$ cat config.mk
export PLATFORM = sky130hd
export DESIGN_NAME = maq_cont
export DESIGN_NICKNAME = d
export VERILOG_FILES = /design/src/rtl/maq_pkg.sv /design/src/rtl/maq_disp12.sv /design/src/rtl/maq_cont.sv
export SDC_FILE = /design/constraint.sdc
export NUM_CORES = 1
export LEC_CHECK = 0
export ABC_CLOCK_PERIOD_IN_PS = 4100
export CORE_MARGIN = 4
export CORE_UTILIZATION = 39
export CTS_BUF_LIST = sky130_fd_sc_hd__clkbuf_4
export CTS_CLUSTER_DIAMETER = 50
export DETAILED_ROUTE_END_ITERATION = 8
export PLACE_DENSITY = 0.68
export SLEW_MARGIN = 20
export SYNTH_ARGS = -nofsm -noshare
export SYNTH_HDL_FRONTEND = slang
export SYNTH_SLANG_ARGS = --single-unit
$ cat constraint.sdc
create_clock -name maqc_clock -period 4.1 [get_ports maqc_clock]
set_input_delay 0.615 -clock maqc_clock [delete_from_list [all_inputs] [get_ports maqc_clock]]
set_output_delay 0.615 -clock maqc_clock [all_outputs]
set_load 0.1 [all_outputs]
$ cat src/rtl/maq_pkg.sv
// Shared BCD types and helpers for the
// hour/minute/second counter family.
package maq_pkg;

  typedef logic [3:0] bcd_t;

  localparam bcd_t BCD_MAX = 4'd9;

  // Two BCD digits to a binary value (0..99)
  function automatic logic [6:0] bcd2bin(
    input bcd_t msd,
    input bcd_t lsd
  );
    return 7'(msd) * 7'd10 + 7'(lsd);
  endfunction

endpackage

$ cat src/rtl/maq_disp12.sv
// 24-hour BCD count to 12-hour display
// digits plus PM flag.
module maq_disp12
  import maq_pkg::*;
(
  input  bcd_t msd_i,
  input  bcd_t lsd_i,
  input  logic modo12_i,
  output bcd_t disp_msd_o,
  output bcd_t disp_lsd_o,
  output logic pm_o
);

  logic [6:0] bin;
  logic [6:0] pm_h;

  assign bin  = bcd2bin(msd_i, lsd_i);
  assign pm_h = bin - 7'd12;

  // Midnight and noon show 12; afternoon
  // hours fold down by twelve.
  always_comb begin
    disp_msd_o = msd_i;
    disp_lsd_o = lsd_i;
    pm_o       = 1'b0;
    if (modo12_i) begin
      unique case (1'b1)
        (bin == 7'd0): begin
          disp_msd_o = 4'd1;
          disp_lsd_o = 4'd2;
        end
        (bin == 7'd12): begin
          disp_msd_o = 4'd1;
          disp_lsd_o = 4'd2;
          pm_o       = 1'b1;
        end
        (bin > 7'd12 && pm_h >= 7'd10): begin
          disp_msd_o = 4'd1;
          disp_lsd_o = 4'(pm_h - 7'd10);
          pm_o       = 1'b1;
        end
        (bin > 7'd12 && pm_h < 7'd10): begin
          disp_msd_o = 4'd0;
          disp_lsd_o = 4'(pm_h);
          pm_o       = 1'b1;
        end
        default: ;
      endcase
    end
  end

endmodule

$ cat src/rtl/maq_cont.sv
// Two-digit BCD up/down modulo counter with
// preset, wrap pulses and 12-hour display.
module maq_cont
  import maq_pkg::*;
#(
  parameter int MODULO = 24,
  parameter int MSD_W  = 2,
  parameter int HORA12 = 0
) (
  input  logic             maqc_clock,
  input  logic             maqc_reset,
  input  logic             maqc_enable,
  input  logic             maqc_incremento,
  input  logic             maqc_decremento,
  input  logic             maqc_load,
  input  logic [3:0]       maqc_load_lsd,
  input  logic [MSD_W-1:0] maqc_load_msd,
  input  logic             maqc_modo12,
  output logic [3:0]       maqc_lsd,
  output logic [MSD_W-1:0] maqc_msd,
  output logic             maqc_carry,
  output logic             maqc_borrow,
  output logic             maqc_load_err,
  output logic [3:0]       maqc_disp_lsd,
  output logic [MSD_W-1:0] maqc_disp_msd,
  output logic             maqc_pm
);

  localparam int TOP = MODULO - 1;
  localparam logic [MSD_W-1:0] MAX_MSD =
    MSD_W'(TOP / 10);
  localparam bcd_t MAX_LSD = 4'(TOP % 10);
  localparam logic [6:0] MOD7 = 7'(MODULO);

  if (MODULO < 2 || MODULO > 99) begin : g_bad_mod
    $error("maq_cont: MODULO out of 2..99");
  end
  if ((TOP / 10) >= (1 << MSD_W)) begin : g_bad_w
    $error("maq_cont: MSD_W too narrow");
  end
  if (HORA12 != 0 &&
      (HORA12 != 1 || MODULO != 24)) begin : g_bad_h
    $error("maq_cont: HORA12 needs MODULO=24");
  end

  bcd_t             lsd_q, lsd_d;
  logic [MSD_W-1:0] msd_q, msd_d;
  logic             carry_q, carry_d;
  logic             borrow_q, borrow_d;
  logic             err_q, err_d;

  logic ld_ok, step_ok, at_max, at_zero;

  assign ld_ok =
    (maqc_load_lsd <= BCD_MAX) &&
    (int'(maqc_load_msd) <= 9) &&
    (bcd2bin(4'(maqc_load_msd), maqc_load_lsd)
      < MOD7);
  assign step_ok = maqc_enable &&
    (maqc_incremento ^ maqc_decremento);
  assign at_max  = (msd_q == MAX_MSD) &&
                   (lsd_q == MAX_LSD);
  assign at_zero = (msd_q == '0) &&
                   (lsd_q == 4'd0);

  // Next count: load beats step beats hold
  always_comb begin
    lsd_d    = lsd_q;
    msd_d    = msd_q;
    carry_d  = 1'b0;
    borrow_d = 1'b0;
    err_d    = 1'b0;
    if (maqc_load) begin
      if (ld_ok) begin
        lsd_d = maqc_load_lsd;
        msd_d = maqc_load_msd;
      end else begin
        err_d = 1'b1;
      end
    end else if (step_ok && maqc_incremento) begin
      if (at_max) begin
        lsd_d   = 4'd0;
        msd_d   = '0;
        carry_d = 1'b1;
      end else if (lsd_q == BCD_MAX) begin
        lsd_d = 4'd0;
        msd_d = msd_q + 1'b1;
      end else begin
        lsd_d = lsd_q + 4'd1;
      end
    end else if (step_ok) begin
      if (at_zero) begin
        lsd_d    = MAX_LSD;
        msd_d    = MAX_MSD;
        borrow_d = 1'b1;
      end else if (lsd_q == 4'd0) begin
        lsd_d = BCD_MAX;
        msd_d = msd_q - 1'b1;
      end else begin
        lsd_d = lsd_q - 4'd1;
      end
    end
  end

  // Count and event pulse registers
  always_ff @(posedge maqc_clock or
              negedge maqc_reset) begin
    if (!maqc_reset) begin
      lsd_q    <= 4'd0;
      msd_q    <= '0;
      carry_q  <= 1'b0;
      borrow_q <= 1'b0;
      err_q    <= 1'b0;
    end else begin
      lsd_q    <= lsd_d;
      msd_q    <= msd_d;
      carry_q  <= carry_d;
      borrow_q <= borrow_d;
      err_q    <= err_d;
    end
  end

  assign maqc_lsd      = lsd_q;
  assign maqc_msd      = msd_q;
  assign maqc_carry    = carry_q;
  assign maqc_borrow   = borrow_q;
  assign maqc_load_err = err_q;

  if (HORA12 == 1) begin : g_h12
    bcd_t dmsd;
    maq_disp12 u_disp12 (
      .msd_i      (4'(msd_q)),
      .lsd_i      (lsd_q),
      .modo12_i   (maqc_modo12),
      .disp_msd_o (dmsd),
      .disp_lsd_o (maqc_disp_lsd),
      .pm_o       (maqc_pm)
    );
    assign maqc_disp_msd = MSD_W'(dmsd);
  end else begin : g_h24
    logic unused_modo12;
    assign unused_modo12 = maqc_modo12;
    assign maqc_disp_msd = msd_q;
    assign maqc_disp_lsd = lsd_q;
    assign maqc_pm       = 1'b0;
  end

endmodule
==> out/qor.yml, run 1 <==
finish:
  multi_input_area_sq_um: 632
  ff_latch_area_sq_um: 225
  nets: 150
  diodes: 0
  drive_gt1_frac: 0.126
  fillCellCount: 220
  area_growth_pct: 26.4
drt:
  vias_per_cell: 5.67
  wl_per_cell_microns: 13.9
  drtAntennaViolNets: 0
  drt_pass1_iterations: 4
  wl_mm: 2.16
  dr_total_vias: 879
  drtIter0Drc: 23
  drc: 0
clock_tree:
  cts_sinks: 9
  cts_tree: "done"
  clkLatencyLatePin_ns: 0.25
  clk_path_buf_depth: 2
  htree_levels: 1
  cts-buffers-inserted: 3
  cts_resized: 0
  cts_setup_buffers: 0
  root_buffer: "clkbuf_4"
  clk_pin_slew_ns: 0.06
  hold_buffers: 0
floorplan:
  die_width_microns: 57.5
  row_count: 17
  die_area_sq_mm: 0.00331
  die_height_microns: 57.5
  pin_count: 29
  start_util: 0.420
  core_sq_mm: 0.00228
logic_synthesis:
  synth_simple_gate_area_share: 0.217
  synth_xor_area_frac: 0.0183
  synth_cells: 107
  synth_common_cells: "9 x dfrtp_1, 9 x ha_1, 8 x nand2_1, 7 x buf_4, 6 x inv_1"
  synth_top_family_by_area: "compound AO/OA/AOI/OAI gates"
  yosysWarnings: 0
  muxShareOfSynthArea: 0.0314
  synth_top_area_cell: "dfrtp_1"
  synth-compound-area-share: 0.272
  synthDominantCellAreaShare: 0.236
  syn_area_per_cell_sq_um: 8.93
  syn_area_sq_um: 956
  synth_seq_cells: 9
  ys_seq_area_frac: 0.236
  synthFlopType: "dfrtp_1"
  ys_top_cells_by_area: "dfrtp_1 24%, ha_1 12%, buf_4 5.5%, mux2_4 3.1%, nand2_1 3.1%"
  yosys.area_share.adder: 0.118
  synthArstFlopShare: 1.00
  synth_cell_types: 52
  syn-num-nets: 129
  synth_edf_count: 0
sta:
  hold_violations: 0
  drv_slew: 0
  finClkSkew_ns: 0.00175
  max_slew_margin: 0.352
  setup_tns_ns: 0
  final-setup-viol-count: 0
  rsz0062_at_grt: "false"
  max_freq_mhz: 380
  finalCritPeriodShare: 0.641
  worst_slew_pin_slew_ns: 0.968
  min_period_ns: 2.63
worst_setup_path:
  cpMaxStageDelayCell: "clkdlybuf4s50_1"
  path_buf_inv: 1
  path_class: "reg2out"
  arrival_ns: 2.01
  crit_chain: "clkdlybuf4s50_1"
  cp-start-kind: "flip-flop"
  cp_max_fo: 11
  cp_data_required_time_ns: 3.48
  slowest_delay_ns: 1.21
  cp_top_family: "buffers and inverters"
  endpoint_kind: "primary output"
global_routing:
  grt_max_degree: 16
  grt_pass1_vias: 782
  grt_overflow: 0
  grt_pass1_wl_mm: 3.39
  antenna_found_initial: 0
  track_usage: 0.129
placement:
  gp_congestion: 0.903
  portBuffers: 26
  detailed_place_hpwl_mm: 1.69
power_and_ir_drop:
  leakagePower_nw: 0.498
  total_power_uw: 744
  vdd_drop_max_uv: 363
  p_per_area_mw_per_mm2: 616
flow_run:
  maxCapViolations: 0
run_status:
  status: "complete, no violations"
hold_path:
  min_path_type: "reg2reg"
flip-flops by register name, indices dropped and copies added, names as in the netlist:
signal and count:
maqc_borrow 1, maqc_carry 1, maqc_disp_lsd 4, maqc_disp_msd 2
maqc_load_err 1
routing by layer:
metal	vias up	GRT usage	share of wire
li1	428	-	-
met5	-	0	0
met2	36	0.216	0.47
met3	2	0.0158	0.064
met1	413	0.160	0.46
met4	0	0.0695	0.0074
final timing paths:
path / from / endpoint / slack (ns) / cells after the start
setup / recovery: maqc_disp_lsd[2] / maqc_lsd[2] / 1.47 / 1
hold / removal: maqc_disp_msd[1] / maqc_disp_msd[1] / 0.61 / 1
setup reg to reg: maqc_disp_lsd[0] / maqc_disp_msd[1] / 2.06 / 7
hold reg to reg: maqc_disp_msd[1] / maqc_disp_msd[1] / 0.61 / 1
max in group asynchronous: maqc_reset / maqc_disp_msd[0] / 3.19 / 1
min in group asynchronous: maqc_reset / maqc_disp_lsd[0] / 0.64 / 1
area by class of cell:
type,count,share of cell area
multi-input cells,81,0.523
repair buffers,26,0.215
inverters,7,0.0217
well taps,28,0.0290
clock buffers,4,0.0248
flip-flops and latches,9,0.186
kinds of logic (layout without fill, tap and decap cells):
group	after synthesis	in the layout
buf+inv	17	37
simple gates	32	32
xor+xnor	2	2
mux	2	2
compound gates	35	35
fa+ha+maj	9	9
flops	9	9
other cells	1	1
power breakdown:
part	leakage, nW	switching (mW)	internal, mW
registers	0.112	0.0388	0.107
clock network	0.0184	0.0274	0.0439
logic	0.368	0.375	0.152
per-stage QoR:
| stage | util | std cells | cell area [sq um] | hold slack, ns | setup WS, ns |
|---|---|---|---|---|---|
| after floorplan | - | 107 | 956 | 0.319 | 1.65 |
| after global placement | 0.518 | 151 | 1180 | 0.581 | 1.53 |
| after detailed placement | 0.518 | 151 | 1180 | 0.613 | 1.50 |
| after CTS | 0.531 | 155 | 1210 | 0.625 | 1.47 |
| after global routing | 0.531 | 155 | 1210 | 0.648 | 1.41 |
| final | 0.531 | 155 | 1210 | 0.614 | 1.47 |
layout by cell type (no fill, tap or decap), types with 4 or more instances in the layout:
master           count
dfrtp_1              9
nand3b_1             4
a21oi_1              5
nand2_1              8
inv_1                6
o21ai_0              4
ha_1                 9
clkdlybuf4s50_1     26
clkbuf_4             4
Note: power is estimated with default switching activity, not from simulation.
==> inputs of run 2 (changes only) <==
Settings changed: ABC_CLOCK_PERIOD_IN_PS 4100 to 2600.
Clock period 4.1 ns to 2.6 ns, I/O delays scaled along.
==> out/qor.yml, run 2 (synthesis gave the netlist of run 1 again) <==
sta:
  finClkSkew_ns: 0.00656  # was 0.00175 ns
  final-setup-viol-count: 0  # unchanged
  setup_tns_ns: 0  # unchanged
  hold_violations: 0  # unchanged
  finalCritPeriodShare: 0.805
  max_freq_mhz: 478
  min_period_ns: 2.09
  rsz0062_at_grt: "false"  # unchanged
  drv_slew: 0  # unchanged
clock_tree:
  clkLatencyLatePin_ns: 0.27  # was 0.25 ns
  cts_resized: 0  # unchanged
  cts_setup_buffers: 0  # unchanged
  root_buffer: "clkbuf_4"  # unchanged
  cts-buffers-inserted: 3  # unchanged
  clk_path_buf_depth: 2  # unchanged
  clk_pin_slew_ns: 0.06  # about the same
  htree_levels: 1  # unchanged
  cts_sinks: 9  # unchanged
  cts_tree: "done"  # unchanged
  hold_buffers: 0  # unchanged
floorplan:
  row_count: 17  # unchanged
  die_height_microns: 57.5  # unchanged
  pin_count: 29  # unchanged
  core_sq_mm: 0.00228  # unchanged
  die_area_sq_mm: 0.00331  # unchanged
  start_util: 0.420  # unchanged
  die_width_microns: 57.5  # unchanged
finish:
  layout.cells.non_filler: 156  # was 155
  largest_reg_flops: 4  # unchanged
  mostFrequentLayoutCells: "16 x buf_4, 11 x clkdlybuf4s50_1, 9 x ha_1, 9 x dfrtp_1, 8 x nand2_1"  # was 26 x clkdlybuf4s50_1, 9 x ha_1, 9 x dfrtp_1
  area_growth_pct: 23.3  # was 26.4%
  mostFrequentLayoutCell: "buf_4"  # was clkdlybuf4s50_1
  drive_gt1_frac: 0.250  # was 0.126
  nets: 151  # was 150
  diodes: 0  # unchanged
drt:
  wl_per_cell_microns: 13.8  # was 13.9 microns
  drtAntennaViolNets: 0  # unchanged
  drt_pass1_iterations: 4  # unchanged
  drc: 0  # unchanged
  wl_mm: 2.15  # was 2.16 mm
  drtIter0Drc: 32  # was 23
  vias_per_cell: 5.78  # was 5.67
  dr_total_vias: 901  # was 879
worst_setup_path:
  path_class: "in2reg"  # was reg2out
  cp_max_fo: 4  # was 11
  cp_top_family: "compound AO/OA/AOI/OAI gates"  # was buffers and inverters
  arrival_ns: 2.24  # was 2.01 ns
  crit_chain: "clkdlybuf4s50_1 -> ha_1 -> a31o_2 -> xnor2_1 -> o221a_2 -> nand2_2 -> mux2_4"  # was clkdlybuf4s50_1
  cp-start-kind: "input pin"  # was flip-flop
  cpMaxStageDelayCell: "clkdlybuf4s50_1"  # unchanged
  endpoint_kind: "flip-flop"  # was primary output
  slowest_delay_ns: 0.47  # was 1.21 ns
  cp_data_required_time_ns: 2.75  # was 3.48 ns
  path_buf_inv: 1  # unchanged
placement:
  portBuffers: 26  # unchanged
  detailed_place_hpwl_mm: 1.72  # was 1.69 mm
  dpl.cell_count: 152  # was 151
  gp_congestion: 0.890  # was 0.903
global_routing:
  grt_overflow: 0  # unchanged
  grt_max_degree: 12  # was 16
  grt_pass1_wl_mm: 3.46  # was 3.39 mm
  track_usage: 0.134  # was 0.129
  antenna_found_initial: 0  # unchanged
  grt_pass1_vias: 789  # was 782
power_and_ir_drop:
  leakagePower_nw: 0.521  # was 0.498 nW
  vdd_drop_max_uv: 550  # was 363 uV
  p_per_area_mw_per_mm2: 988  # was 616 mW/mm^2
flow_run:
  maxCapViolations: 0  # unchanged
hold_path:
  min_path_type: "in2async"  # was reg2reg
run_status:
  status: "complete, no violations"  # unchanged
[run 2: changes by cell type in the layout (fill, tap and decap cells not counted)]
| cell | delta |
|---|---|
| buf_4 | +16 |
| clkdlybuf4s50_1 | -15 |
[run 2: through the flow]
| stage | instance area [sq um] | utilization | worst slack (ns) | hold slack, ns | total power, mW |
|---|---|---|---|---|---|
| after floorplan | 956 | - | 0.154 | 0.0944 | 0.919 |
| after global placement | 1150 | 0.505 | 0.252 | 0.585 | 1.04 |
| after detailed placement | 1150 | 0.505 | 0.229 | 0.602 | 1.05 |
| after CTS | 1180 | 0.518 | 0.513 | 0.416 | 1.17 |
| after global routing | 1180 | 0.518 | 0.439 | 0.440 | 1.22 |
| final | 1180 | 0.518 | 0.507 | 0.404 | 1.16 |
[run 2: layer usage]
metal  track usage  vias to the layer above  wire length (microns)
li1              -                      435                      -
met1         0.184                      423                    972
met2         0.205                       38                    978
met3       0.00905                        5                    143
met4        0.0795                        0                     60
met5             0                        -                      0
[run 2: cell type report]
class / instances / area, sq um
timing repair buffer: 27 / 230
tap: 28 / 35.0
multi-input combinational: 81 / 632
clock buffer: 4 / 30.0
inverter: 7 / 26.3
fill: 220 / 1100
sequential: 9 / 225
[run 2: report_power, final]
| part | internal, mW | switching, mW |
|---|---|---|
| sequential | 0.169 | 0.0612 |
| clock | 0.0697 | 0.0514 |
| combinational | 0.221 | 0.592 |
| total | 0.460 | 0.705 |
[run 2: final timing paths]
check / endpoint / startpoint / slack [ns] / cells past startpoint
min in group maqc_clock: maqc_disp_msd[1] / maqc_disp_msd[1] / 0.61 / 1
worst max register to register: maqc_disp_msd[1] / maqc_disp_lsd[0] / 0.58 / 7
worst max-delay path: maqc_disp_msd[1] / maqc_load_lsd[2] / 0.51 / 7
max in group asynchronous: maqc_disp_msd[1] / maqc_reset / 1.91 / 1
worst min-delay path: maqc_disp_lsd[0] / maqc_reset / 0.40 / 1
worst min register to register: maqc_disp_msd[1] / maqc_disp_msd[1] / 0.61 / 1
